`src/rtl/cla_adder_8bit.sv`:
```
// Signed 8-bit two-level carry-lookahead adder with a registered 9-bit sum
// and an 8-bit signed overflow flag; one cycle of latency.
module cla_adder_8bit #(
   parameter int N = 8
) (
   input  logic                clk,
   input  logic                rst,
   input  logic signed [N-1:0] A,
   input  logic signed [N-1:0] B,
   output logic signed [N:0]   S,
   output logic                ovf8
);

   typedef struct packed {
      logic       gp;   // group propagate
      logic       gg;   // group generate
      logic [3:0] c;    // carries into bits 0..3 of the group
   } cla4_t;

   // Each in-group carry is a flat sum of products, so no carry ripples.
   function automatic cla4_t cla4(input logic [3:0] g,
                                  input logic [3:0] p,
                                  input logic       cin);
      cla4_t r;
      r.c[0] = cin;
      r.c[1] = g[0] | (p[0] & cin);
      r.c[2] = g[1] | (p[1] & g[0]) | (p[1] & p[0] & cin);
      r.c[3] = g[2] | (p[2] & g[1]) | (p[2] & p[1] & g[0])
             | (p[2] & p[1] & p[0] & cin);
      r.gg   = g[3] | (p[3] & g[2]) | (p[3] & p[2] & g[1])
             | (p[3] & p[2] & p[1] & g[0]);
      r.gp   = &p;
      return r;
   endfunction

   logic [N-1:0] g;
   logic [N-1:0] p;
   logic [N-1:0] carry;
   logic         c0;
   logic         c4;
   logic         c8;
   cla4_t        lo;
   cla4_t        hi;
   logic [N:0]   sum;
   logic         ovf;

   always_comb begin
      c0    = 1'b0;
      g     = A & B;
      p     = A ^ B;
      lo    = cla4(g[3:0], p[3:0], c0);
      c4    = lo.gg | (lo.gp & c0);
      hi    = cla4(g[7:4], p[7:4], c4);
      c8    = hi.gg | (hi.gp & lo.gg) | (hi.gp & lo.gp & c0);
      carry = {hi.c, lo.c};
      // MSB is the sign extension of the 9-bit result, not the raw carry-out
      sum   = {A[N-1] ^ B[N-1] ^ c8, p ^ carry};
      ovf   = c8 ^ carry[N-1];
   end

   always_ff @(posedge clk or posedge rst) begin
      if (rst) begin
         S    <= '0;
         ovf8 <= 1'b0;
      end else begin
         S    <= sum;
         ovf8 <= ovf;
      end
   end

endmodule

```
`config.mk`:
```
export PLATFORM = sky130hd
export DESIGN_NAME = cla_adder_8bit
export DESIGN_NICKNAME = d
export VERILOG_FILES = /design/src/rtl/cla_adder_8bit.sv
export SDC_FILE = /design/constraint.sdc
export NUM_CORES = 1
export LEC_CHECK = 0
export CAP_MARGIN = 15
export CELL_PAD_IN_SITES_DETAIL_PLACEMENT = 1
export CELL_PAD_IN_SITES_GLOBAL_PLACEMENT = 2
export CORE_MARGIN = 3
export CORE_UTILIZATION = 25
export DETAILED_ROUTE_END_ITERATION = 8
export PLACE_DENSITY_LB_ADDON = 0.1
export SETUP_SLACK_MARGIN = 0.5
export SLEW_MARGIN = 20
export SYNTH_ARGS = -nofsm -noshare
export SYNTH_HDL_FRONTEND = slang
export SYNTH_SLANG_ARGS = --single-unit
```
`constraint.sdc`:
```
create_clock -name clk -period 0.9 [get_ports clk]
set_input_delay 0.135 -clock clk [delete_from_list [all_inputs] [get_ports clk]]
set_output_delay 0.135 -clock clk [all_outputs]
set_load 0.05 [all_outputs]
```
==> flow_summary.yaml, run 1 <==
status:
  status: "complete, but fails checks"
  violations: "setup timing"
placed_design:
  place.gp.congestion: 0.6925
  dp_cells: 113
  io_buffers: 27
  placed_area_um2: 1112
  hpwl_um: 1234
  place_worst_setup_slack_ns: -1.220
logic_synthesis:
  synth_warnings: 0
  ys_seq_area_share_pct: 42.64
  syn_inst: 49
  syn_nets: 77
  synth_area_um2: 586.8
  netlist_top_cells_area: "dfrtp_1 (43%), ha_1 (17%), fa_1 (6.8%)"
  yosys.area.top_type: "dfrtp_1"
  yosys.area.top_type_share_pct: 42.64
  yosysUniqueCellTypes: 21
  synth-seq-cells: 10
  avgSynthCellArea_um2: 11.98
setup_path:
  cpMaxStageDelayCell: "fa_2"
  cp_max_fo: 2
  cp-end-kind: "flip-flop"
  critPathMaxStageDelay_ns: 0.33
  worst_ep_arrival_time_ns: 1.51
  crit_required_ns: 1.04
  worst-setup-path-type: "in2reg"
  path_cells: "buf_8, ha_4, a211o_1, a21oi_4, inv_2, fa_2, xor2_1"
  path_delay_family: "adder cells"
  cp.depth: 7
  start_kind: "input pin"
  path_buf_inv: 2
timing:
  final.period_utilization_pct: 152.4
  min_period_ns: 1.371
  fin_ws_ns: -0.4713
  tightest_slew_ns: 0.2296
  hold_violations: 0
  setup_viol: 18
  max_freq_mhz: 729.2
  rsz0062_at_grt: "true"
  slew_headroom_pct: 84.66
  fin_tns_setup_ns: -2.674
  slew_viol_final: 0
pwr:
  p_per_area_nw_per_um2: 1595
  p_leak_nw: 0.5789
  vdd_ir_drop_max_v: 0.0007244
grt:
  grt_pass1_wl_um: 2663
  overflow: 0
  antenna_found_initial: 0
  grt_pass1_vias: 630
  grt_usage_pct: 12.83
  grt_max_degree: 11
die:
  io_pins: 28
  rows: 16
  die_h_um: 54.45
  die_x_um: 54.45
  dieArea_um2: 2965
  initial_core_util_pct: 28.19
  core_area_um2: 2082
route:
  num_vias: 546
  firstDrtPassIters: 4
  drt-initial-drc-count: 1
  via_per_inst: 4.368
  post-route-drc-count: 0
  ant_nets: 0
  wl_per_cell_um: 14.21
  routed_wl_um: 1776
clocking:
  cts_hold_buffers: 0
  cts_buffers: 3
  max-clock-path-buffers: 2
  cts_htree_levels: 1
  tritoncts: "yes"
  path_clk_slew_ns: 0.06
  cts.sinks: 10
  cts-root-buf: "clkbuf_4"
layout:
  fin_nets: 127
  antenna_cells: 0
  drive_above_1_share_pct: 73.47
  design_area_um2: 1281
  layout_common_cells: "buf_6 (11), buf_4 (11), buf_12 (10)"
  syn2layout_area_growth_pct: 118.3
  fin_cells: 125
worst_hold_path:
  hp-class: "in2reg"
  min_from: "B[0]"
  holdPathEnd: "S[0]"
  hold_path_depth: 2
job:
  drv_cap: 0
-- timing repair --
action                                  in CTS  in global routing
endpoints found under the setup margin      30                 19
setup buffers                                5                  3
resized for setup                           52                 21
pin swaps                                   18                  7
-- cell usage after synthesis (all sizes together) --
cell type / instances
mux2: 1
nor2: 1
nand2: 2
a21o: 2
nor2b: 2
inv: 6
nand2b: 1
ha: 8
xor2: 2
fa: 2
o21ai: 2
a211oi: 1
o21a: 1
o211ai: 1
a21oi: 4
a211o: 1
dfrtp: 10
xnor2: 2
-- where the power goes --
group	internal, mW	total, mW	switching, mW
clock network	0.171	0.310	0.140
logic	0.600	1.13	0.525
registers	0.541	0.607	0.0660
-- kinds of logic (layout without fill, tap and decap cells) --
family	after synthesis	after routing	share of synthesized area [%]
compound gates	12	12	15.99
fa+ha+maj	10	10	23.88
flops	10	10	42.64
simple gates	6	6	5.117
buf+inv	6	55	3.838
xor+xnor	4	4	5.971
mux	1	1	2.558
-- worst max path at each step --
stage / startpoint / end / slack, ns
global placement: A[1] / S[5] / -1.16
finish: B[1] / S[5] / -0.47
global route: B[1] / S[5] / -0.51
detailed placement: A[1] / S[5] / -1.22
floorplan: A[1] / S[5] / -0.59
CTS: B[1] / S[5] / -0.47
-- area by class of cell --
type                            count  area, µm²
Clock buffer                        4      26.28
Inverter                            6      26.28
Timing Repair Buffer               45      504.2
Sequential cell                    10      261.5
Tap cell                           27      33.78
Fill cell                         222      800.8
Multi-Input combinational cell     33      429.2
-- per-layer routing --
metal	vias up	track usage [%]	part of all wire (%)
met3	2	2.997	7.2
met1	264	12.42	34
met4	0	4.979	0.56
met5	-	0	0
met2	18	25.50	59
li1	262	-	-
-- flip-flops by register name (all words and copies together) (netlist names) --
name	flops
ovf8	1
S	9
-- metrics by stage --
step / hold slack, ns / power (mW) / util, %
after global routing: 0.07735 / 2.151 / 61.54
after global placement: 0.4397 / 1.610 / 53.43
after floorplan: -0.02543 / 1.063 / -
after detailed placement: 0.4387 / 1.627 / 53.43
after CTS: 0.08603 / 2.004 / 58.77
final: 0.08401 / 2.043 / 61.54
Power figures use the tool's default switching activity.
==> run 2, diff against run 1 <==
--- a/config.mk
+++ b/config.mk
@@ -8,6 +8,7 @@
 export CAP_MARGIN = 15
 export CELL_PAD_IN_SITES_DETAIL_PLACEMENT = 1
 export CELL_PAD_IN_SITES_GLOBAL_PLACEMENT = 2
+export CORE_ASPECT_RATIO = 1.1
 export CORE_MARGIN = 3
 export CORE_UTILIZATION = 25
 export DETAILED_ROUTE_END_ITERATION = 8
==> run 2 against run 1 <==
Net effect:
- the flow still finishes with violations (setup timing)
- die area about the same
- critical endpoint unchanged
- wire length down 13%
- critical path depth did not move
- combinational power down 4%
- sequential share of layout area grew 0.12 points
- first-iteration DRC count up 100%
==> flow_summary.yaml, run 2 (synthesized netlist as in run 1, its figures left out) <==
layout:
  largest_reg_flops: 9
  fin_util_pct: 60.49
  drive_above_1_share_pct: 69.70
  syn2layout_area_growth_pct: 117.1
  top_register: "S"
  fin_nets: 128
  mostFrequentLayoutCell: "buf_4"
  fin_cells: 127
  reg.largest.list: "S (9), ovf8 (1)"
  layout_common_cells: "buf_4 (16), buf_12 (10), dfrtp_2 (9)"
  design_area_um2: 1274
  antenna_cells: 0
timing:
  max_freq_mhz: 748.8
  slew_headroom_pct: 81.35
  tightest_slew_ns: 0.2769
  hold_violations: 0
  rsz0062_at_grt: "true"
  slew_viol_final: 0
  fin_tns_setup_ns: -2.944
  fin_ws_ns: -0.4355
  setup_viol: 19
  min_period_ns: 1.336
  final.period_utilization_pct: 148.4
grt:
  antenna_found_initial: 0
  grt_usage_pct: 12.11
  grt_pass1_vias: 640
  grt_max_degree: 11
  grt_pass1_wl_um: 2580
  overflow: 0
die:
  die_h_um: 56.81
  core_area_um2: 2106
  io_pins: 28
  dieArea_um2: 2965
  initial_core_util_pct: 27.87
  die_x_um: 52.20
  rows: 17
route:
  ant_nets: 0
  num_vias: 552
  via_per_inst: 4.346
  firstDrtPassIters: 3
  routed_wl_um: 1544
  wl_per_cell_um: 12.16
  post-route-drc-count: 0
  drt-initial-drc-count: 2
setup_path:
  start_kind: "input pin"
  worst_ep_arrival_time_ns: 1.49
  critPathMaxStageDelay_ns: 0.33
  path_cells: "buf_8, ha_4, a211o_1, a21oi_2, inv_2, fa_2, xor2_1"
  cp-end-kind: "flip-flop"
  path_delay_family: "adder cells"
  cpMaxStageDelayCell: "fa_2"
  cp.depth: 7
  worst-setup-path-type: "in2reg"
  crit_required_ns: 1.05
  cp_max_fo: 2
  path_buf_inv: 2
pwr:
  vdd_ir_drop_max_v: 0.0009231
  p_per_area_nw_per_um2: 1649
  p_leak_nw: 0.5809
placed_design:
  place_worst_setup_slack_ns: -1.208
  dp_cells: 115
  place.gp.congestion: 0.7306
  placed_area_um2: 1121
  hpwl_um: 1193
  io_buffers: 27
status:
  violations: "setup timing"
  status: "complete, but fails checks"
worst_hold_path:
  hold_path_depth: 2
  hp-class: "in2reg"
job:
  drv_cap: 0
clocking:
  cts-root-buf: "clkbuf_4"
  tritoncts: "yes"
  cts.sinks: 10
  cts_htree_levels: 1
  cts_hold_buffers: 0
  max-clock-path-buffers: 2
  cts_buffers: 3
  path_clk_slew_ns: 0.07
==> run 2: final timing paths <==
| path | slack, ns | from | end |
|---|---|---|---|
| max in group asynchronous | 0.57 | rst | S[2] |
| worst max-delay path | -0.44 | B[1] | S[5] |
| min in group asynchronous | 0.15 | rst | ovf8 |
| worst min-delay path | 0.09 | B[0] | S[0] |
==> run 2: stage by stage <==
stage	hold WS, ns	total power [mW]
finish	0.08692	2.101
detailed placement	0.4290	1.631
floorplan	-0.02543	1.063
CTS	0.07591	2.090
global route	0.07435	2.220
global placement	0.4376	1.617
==> run 2: routing by layer <==
metal	vias up	track usage, %	share of wire [%]
met5	-	0	0
met4	0	7.664	2.2
met3	4	4.244	8.9
met2	24	20.47	54
met1	259	12.30	35
li1	265	-	-
==> run 2: timing repair <==
item / in CTS / in global routing
pin swaps: 19 / 5
resized for setup: 51 / 7
setup endpoints to repair: 30 / 19
setup buffers: 6 / 2
==> run 2: layout make-up <==
cell class                      instances  area (µm²)
Fill cell                             209       832.0
Timing Repair Buffer                   46       508.0
Multi-Input combinational cell         33       404.1
Sequential cell                        10       261.5
Clock buffer                            4       36.28
Tap cell                               28       35.03
Inverter                                6       28.78
==> run 2: power by group <==
part | switching, mW | internal [mW] | leakage [nW]
registers | 0.0693 | 0.541 | 0.109
clock network | 0.150 | 0.245 | 0.0210
logic | 0.506 | 0.589 | 0.451
